[config.mk]
export PLATFORM = sky130hd
export DESIGN_NAME = alu_seq
export DESIGN_NICKNAME = d
export VERILOG_FILES = /design/src/rtl/alu_seq.sv
export SDC_FILE = /design/constraint.sdc
export NUM_CORES = 1
export LEC_CHECK = 0
export CAP_MARGIN = 20
export CORE_MARGIN = 5
export CORE_UTILIZATION = 48
export CTS_CLUSTER_SIZE = 24
export DETAILED_ROUTE_END_ITERATION = 12
export PLACE_DENSITY = 0.81
export SETUP_SLACK_MARGIN = 0.15
export SYNTH_ARGS = -nofsm -noshare
export SYNTH_HDL_FRONTEND = slang
export SYNTH_SLANG_ARGS = --single-unit
export TNS_END_PERCENT = 50
[constraint.sdc]
create_clock -name clk -period 5.32 [get_ports clk]
set_input_delay 1.064 -clock clk [delete_from_list [all_inputs] [get_ports clk]]
set_output_delay 1.064 -clock clk [all_outputs]
set_load 0.005 [all_outputs]
[src/rtl/alu_seq.sv]
// rtl/alu_seq.sv - handshaked ALU with registered result and optional iterative mul/div (ALU_SEQ_MULDIV_EN)
module alu_seq #(
  parameter  int WIDTH = 32,
  localparam int SHW   = $clog2(WIDTH)
) (
  input  logic             clk,
  input  logic             rst,
  input  logic             in_valid,
  output logic             in_ready,
  input  logic [3:0]       op,
  input  logic [WIDTH-1:0] a,
  input  logic [WIDTH-1:0] b,
  output logic             out_valid,
  input  logic             out_ready,
  output logic [WIDTH-1:0] x,
  output logic             zero
);

  localparam logic [3:0] OP_AND   = 4'd0;
  localparam logic [3:0] OP_OR    = 4'd1;
  localparam logic [3:0] OP_NOR   = 4'd2;
  localparam logic [3:0] OP_XOR   = 4'd3;
  localparam logic [3:0] OP_ADD   = 4'd4;
  localparam logic [3:0] OP_SUB   = 4'd5;
  localparam logic [3:0] OP_SLTU  = 4'd6;
  localparam logic [3:0] OP_SLT   = 4'd7;
  localparam logic [3:0] OP_SLL   = 4'd8;
  localparam logic [3:0] OP_SRL   = 4'd9;
  localparam logic [3:0] OP_SRA   = 4'd10;
`ifdef ALU_SEQ_MULDIV_EN
  localparam logic [3:0] OP_MUL   = 4'd11;
  localparam logic [3:0] OP_MULHU = 4'd12;
  localparam logic [3:0] OP_DIVU  = 4'd13;
  localparam logic [3:0] OP_REMU  = 4'd14;

  localparam int             CW       = $clog2(WIDTH) + 1;
  localparam logic [CW-1:0]  CNT_INIT = CW'(WIDTH);
`endif

  typedef enum logic [1:0] {
`ifdef ALU_SEQ_MULDIV_EN
    S_BUSY = 2'd1,
`endif
    S_IDLE = 2'd0,
    S_DONE = 2'd2
  } state_t;

  state_t            r_state;
  state_t            w_state_nxt;
  state_t            w_accept_target;
  logic              w_in_ready;
  logic              w_accept;
  logic [SHW-1:0]    w_shamt;
  logic [WIDTH-1:0]  w_alu;
  logic [WIDTH-1:0]  r_x;
  logic              r_zero;

`ifdef ALU_SEQ_MULDIV_EN
  logic [3:0]        r_op;
  logic [WIDTH-1:0]  r_opnd;
  logic [WIDTH-1:0]  r_hi;
  logic [WIDTH-1:0]  r_lo;
  logic [CW-1:0]     r_cnt;
  logic              w_is_md;
  logic              w_op_is_mul;
  logic              w_r_is_mul;
  logic              w_cnt_last;
  logic [WIDTH:0]    w_sum;
  logic [WIDTH:0]    w_shift;
  logic [WIDTH:0]    w_diff;
  logic [WIDTH-1:0]  w_hi_nxt;
  logic [WIDTH-1:0]  w_lo_nxt;
  logic [WIDTH-1:0]  w_md_res;

  assign w_op_is_mul     = (op == OP_MUL) || (op == OP_MULHU);
  assign w_is_md         = w_op_is_mul || (op == OP_DIVU) || (op == OP_REMU);
  assign w_r_is_mul      = (r_op == OP_MUL) || (r_op == OP_MULHU);
  assign w_cnt_last      = (r_cnt == CW'(1));
  assign w_accept_target = w_is_md ? S_BUSY : S_DONE;
`else
  assign w_accept_target = S_DONE;
`endif

  assign w_shamt   = b[SHW-1:0];
  assign w_accept  = in_valid & w_in_ready;
  assign in_ready  = w_in_ready;
  assign out_valid = (r_state == S_DONE);
  assign x         = r_x;
  assign zero      = r_zero;

  // Single-cycle result for the latency-1 ops; mul/div and reserved codes read as zero here
  always_comb begin
    w_alu = '0;
    case (op)
      OP_AND:  w_alu = a & b;
      OP_OR:   w_alu = a | b;
      OP_NOR:  w_alu = ~(a | b);
      OP_XOR:  w_alu = a ^ b;
      OP_ADD:  w_alu = a + b;
      OP_SUB:  w_alu = a - b;
      OP_SLTU: w_alu = {{(WIDTH-1){1'b0}}, (a < b)};
      OP_SLT:  w_alu = {{(WIDTH-1){1'b0}}, ($signed(a) < $signed(b))};
      OP_SLL:  w_alu = a << w_shamt;
      OP_SRL:  w_alu = a >> w_shamt;
      OP_SRA:  w_alu = $signed(a) >>> w_shamt;
      default: w_alu = '0;
    endcase
  end

  // Next-state and in_ready; DONE can hand off and accept in the same cycle
  always_comb begin
    w_state_nxt = r_state;
    w_in_ready  = 1'b0;
    case (r_state)
      S_IDLE: begin
        w_in_ready = 1'b1;
        if (in_valid) w_state_nxt = w_accept_target;
      end
      S_DONE: begin
        w_in_ready = out_ready;
        if (out_ready) w_state_nxt = in_valid ? w_accept_target : S_IDLE;
      end
`ifdef ALU_SEQ_MULDIV_EN
      S_BUSY: begin
        if (w_cnt_last) w_state_nxt = S_DONE;
      end
`endif
      default: w_state_nxt = S_IDLE;
    endcase
  end

  // State register
  always_ff @(posedge clk) begin
    if (rst) r_state <= S_IDLE;
    else     r_state <= w_state_nxt;
  end

`ifdef ALU_SEQ_MULDIV_EN
  // One shift-add multiply step or one restoring divide step, plus final result select
  always_comb begin
    w_sum   = {1'b0, r_hi} + ({(WIDTH+1){r_lo[0]}} & {1'b0, r_opnd});
    w_shift = {r_hi, r_lo[WIDTH-1]};
    w_diff  = w_shift - {1'b0, r_opnd};
    if (w_r_is_mul) begin
      w_hi_nxt = w_sum[WIDTH:1];
      w_lo_nxt = {w_sum[0], r_lo[WIDTH-1:1]};
    end else if (!w_diff[WIDTH]) begin
      w_hi_nxt = w_diff[WIDTH-1:0];
      w_lo_nxt = {r_lo[WIDTH-2:0], 1'b1};
    end else begin
      w_hi_nxt = w_shift[WIDTH-1:0];
      w_lo_nxt = {r_lo[WIDTH-2:0], 1'b0};
    end
    case (r_op)
      OP_MUL:  w_md_res = w_lo_nxt;
      OP_MULHU: w_md_res = w_hi_nxt;
      OP_DIVU: w_md_res = w_lo_nxt;
      default: w_md_res = w_hi_nxt;
    endcase
  end
`endif

  // Operand capture, iteration and result registers; x/zero only change when a new result lands
  always_ff @(posedge clk) begin
    if (rst) begin
      r_x    <= '0;
      r_zero <= 1'b0;
`ifdef ALU_SEQ_MULDIV_EN
      r_op   <= '0;
      r_opnd <= '0;
      r_hi   <= '0;
      r_lo   <= '0;
      r_cnt  <= '0;
`endif
    end else if (w_accept) begin
`ifdef ALU_SEQ_MULDIV_EN
      if (w_is_md) begin
        r_op  <= op;
        r_cnt <= CNT_INIT;
        r_hi  <= '0;
        if (w_op_is_mul) begin
          r_lo   <= b;
          r_opnd <= a;
        end else begin
          r_lo   <= a;
          r_opnd <= b;
        end
      end else begin
        r_x    <= w_alu;
        r_zero <= (w_alu == '0);
      end
`else
      r_x    <= w_alu;
      r_zero <= (w_alu == '0);
`endif
    end
`ifdef ALU_SEQ_MULDIV_EN
    else if (r_state == S_BUSY) begin
      r_cnt <= r_cnt - CW'(1);
      r_hi  <= w_hi_nxt;
      r_lo  <= w_lo_nxt;
      if (w_cnt_last) begin
        r_x    <= w_md_res;
        r_zero <= (w_md_res == '0);
      end
    end
`endif
  end

endmodule

==> impl_metrics.py <==
metrics = {
    "synth": {
        "synth_most_common_cell": "nor2_1",
        "synth_edf_count": 0,
        "netlist_area_mm2": 0.0117,
        "synth_nets": 1810,
        "synthDistinctLibCells": 92,
        "synth_top_flop_cell": "dfxtp_1",
        "yosys.area.top_type": "ha_1",
        "syn-instance-count": 1636,
        "synth_top_area_frac": 0.107,
        "synth.area.top_cells": "ha_1, mux4_2, dfxtp_1, mux2i_1, nor2_1",
        "ys_ff_latch": 34,
        "async_reset_ff_frac": 0,
        "yosys-top-cells-count": "nor2_1, nand2_1, a21oi_1",
        "ys_warn_count": 0,
        "syn_area_per_cell_um2": 7.16,
        "ys_seq_area_frac": 0.0581,
    },
    "timing": {
        "setup_ws_ns": 0.383,
        "fin_crit_ns": 4.94,
        "slew_headroom": 0.269,
        "grt_setup_unrepaired": "no",
        "finalSetupTns_ns": 0,
        "finalCritPeriodShare": 0.928,
        "finClkSkew_ns": 0.00484,
        "slew_viol_final": 0,
        "fmax_ghz": 0.203,
        "final_hold_viol_count": 0,
        "tightest_slew_ns": 1.08,
        "finalHoldWorstSlack_ns": 0.456,
        "setup_viol": 0,
    },
    "worst_hold_path": {
        "whs_path_depth": 2,
        "min_path_type": "flip-flop to flip-flop",
        "min_to": "x[3]$_SDFFE_PP0P_",
        "hp-start": "x[3]$_SDFFE_PP0P_",
    },
    "placed_design": {
        "dpl.hpwl_um": 46900,
        "dp.cells": 2084,
        "dpl_cell_area_mm2": 0.0138,
        "place.gp.congestion": 1.10,
        "numPortBuffers": 106,
        "dp_slack_ns": 0.0875,
    },
    "worst_setup_path": {
        "worstPathCellList": "clkdlybuf4s50_1, inv_1, ha_1, fa_1, o21bai_1, o211ai_1, a31oi_2, buf_4, nor2_1, a211o_1, a221oi_1, nand4_1, nor4_1, and4_1, nand4_1, o31ai_2",
        "cp_slowest_cell": "clkdlybuf4s50_1",
        "critPathArrivalTime_ns": 5.13,
        "timing.reg2reg.setup_slack_ns": 2.25,
        "critPathMaxStageDelay_ns": 0.58,
        "critical_path.startpoint_type": "input port",
        "crit_type": "input port to flip-flop",
        "path_common_cell": "nand4_1",
        "cp_max_fo": 5,
        "ff2ff_path_depth": 12,
        "timing.rr.start": "r_state[1]$_SDFFE_PP0P_",
        "endpoint_kind": "flip-flop",
        "crit_required_ns": 5.52,
        "r2r-end": "zero$_SDFFE_PP0P_",
    },
    "die": {
        "row_count": 57,
        "fp.dieW_um": 166,
        "fp.dieArea_mm2": 0.0276,
        "core_area_mm2": 0.0242,
        "start_util": 0.485,
        "io_pins": 107,
        "die_h_um": 166,
    },
    "clock_tree": {
        "ctsHoldBuffers": 0,
        "insertion_delay_ns": 0.28,
        "cts_made_buffers": 5,
        "cts_setup_buffers": 0,
        "cts_tree": "done",
        "cts-htree-levels": 2,
        "clkTransAtPathRegs_ns": 0.05,
        "cts-resized-gates": 0,
        "clock-sinks": 34,
        "cts_root_buffer": "clkbuf_16",
        "cts_buffer_depth": 2,
    },
    "global_routing": {
        "overflow": 0,
        "grt_pass1_wl_um": 86300,
        "grt_pass1_vias": 13614,
        "grt_usage": 0.395,
        "grt_start_max_net_pins": 73,
        "antenna_found_initial": 0,
    },
    "cells_and_area": {
        "area_growth_pct": 19.0,
        "drive_gt1_frac": 0.176,
        "final_nets": 1941,
        "multiInputGateArea_mm2": 0.0100,
        "seqCellArea_um2": 681,
        "fillers": 2311,
        "final_util": 0.577,
        "final_area_mm2": 0.0140,
        "antennaDiodeCount": 0,
        "finalNonFillerCells": 2092,
    },
    "flow_run": {
        "maxCapViolations": 0,
    },
    "power_and_ir_drop": {
        "vdd_ir_drop_max_uv": 212,
        "p_leak_nw": 5.73,
        "p_total_mw": 2.05,
        "power_density_mw_per_mm2": 147,
    },
    "detailed_routing": {
        "top_layer": "met4",
        "vias_per_cell": 7.06,
        "ant_nets": 0,
        "wl_met1_um": 23100,
        "wl_met2_um": 25900,
        "wirelength_um": 58100,
        "dr_total_vias": 14764,
        "wl_per_cell_um": 27.8,
        "post-route-drc-count": 0,
        "wl_met3_um": 6650,
        "dr.pass1.iters": 6,
        "drt_iter0_drc": 2036,
    },
    "outcome": {
        "status": "completed",
    },
}
-- worst max-delay path by stage --
stage | start | endpoint | cells after the start
2_1_floorplan | b[2] | zero$_SDFFE_PP0P_ | 17
5_1_grt | a[0] | x[30]$_SDFFE_PP0P_ | 14
3_3_place_gp | a[0] | zero$_SDFFE_PP0P_ | 17
6_report | a[0] | zero$_SDFFE_PP0P_ | 16
3_5_place_dp | a[0] | zero$_SDFFE_PP0P_ | 17
4_1_cts | a[0] | zero$_SDFFE_PP0P_ | 15
-- area by class of cell --
| cell class | count | area share |
|---|---|---|
| Multi-Input combinational cell | 1353 | 0.718 |
| Timing Repair Buffer | 265 | 0.164 |
| Sequential cell | 34 | 0.0488 |
| Inverter | 108 | 0.0291 |
| Tap cell | 324 | 0.0291 |
| Clock buffer | 6 | 0.00995 |
| Clock inverter | 2 | 0.000897 |
-- power by group --
part	total, mW	leakage (nW)	switching (mW)	internal (mW)
clock network	0.287	0.0729	0.103	0.185
registers	0.288	0.281	0.0106	0.277
logic	1.47	5.38	0.890	0.585
-- layout by cell type (no fill, tap or decap), types with 7 or more instances in the layout --
| cell type | instances |
|---|---|
| nor2_1 | 174 |
| buf_4 | 155 |
| nand2_1 | 132 |
| a21oi_1 | 125 |
| inv_1 | 105 |
| ha_1 | 100 |
| clkdlybuf4s50_1 | 100 |
| o21ai_0 | 67 |
| mux2i_1 | 66 |
| a211oi_1 | 59 |
| mux4_2 | 44 |
| nor3_1 | 41 |
| mux2_2 | 41 |
| o211ai_1 | 36 |
| o22ai_1 | 35 |
| dfxtp_1 | 34 |
| nand3_1 | 32 |
| nand4_1 | 24 |
| nor2b_1 | 22 |
| nor4_1 | 21 |
| a21o_1 | 19 |
| o31ai_1 | 19 |
| nand2b_1 | 16 |
| or2_2 | 16 |
| a221oi_1 | 14 |
| o221ai_1 | 14 |
| and2_1 | 13 |
| o21bai_1 | 11 |
| a31oi_1 | 11 |
| o21a_1 | 9 |
| o221a_2 | 9 |
| a22oi_1 | 9 |
| a2111oi_0 | 9 |
| and3_1 | 8 |
| o31a_1 | 7 |
| o2111ai_1 | 7 |
| a211o_1 | 7 |
-- metal layers --
metal  global-route usage  up-vias
li1                     -     6467
met1                0.536     7063
met2                0.636     1042
met3               0.0693      192
met4                0.131        0
met5                    0        -
-- worst max-delay path: cells and delay by family --
family / cells / cell delay [ns]
AND/OR/NAND/NOR: 5 / 0.85
buffers and inverters: 3 / 0.89
adder cells (fa/ha/maj): 2 / 0.61
AO/OA/AOI/OAI: 6 / 1.71
-- cell families after synthesis --
group                      after synthesis  share of synthesized area
AOI/OAI and AO/OA                      557                      0.333
xor gates and xnor gates                 6                    0.00448
adders and majority gates              102                      0.110
buffers and inverters                  249                     0.0909
DFF                                     34                     0.0581
muxes                                  154                      0.184
and+or+nand+nor                        534                      0.219
-- state kept, by name (all words and copies together), names as in the netlist --
signal and count:
zero 1, r_state 1, x 32
Note: power is estimated with default switching activity, not from simulation.
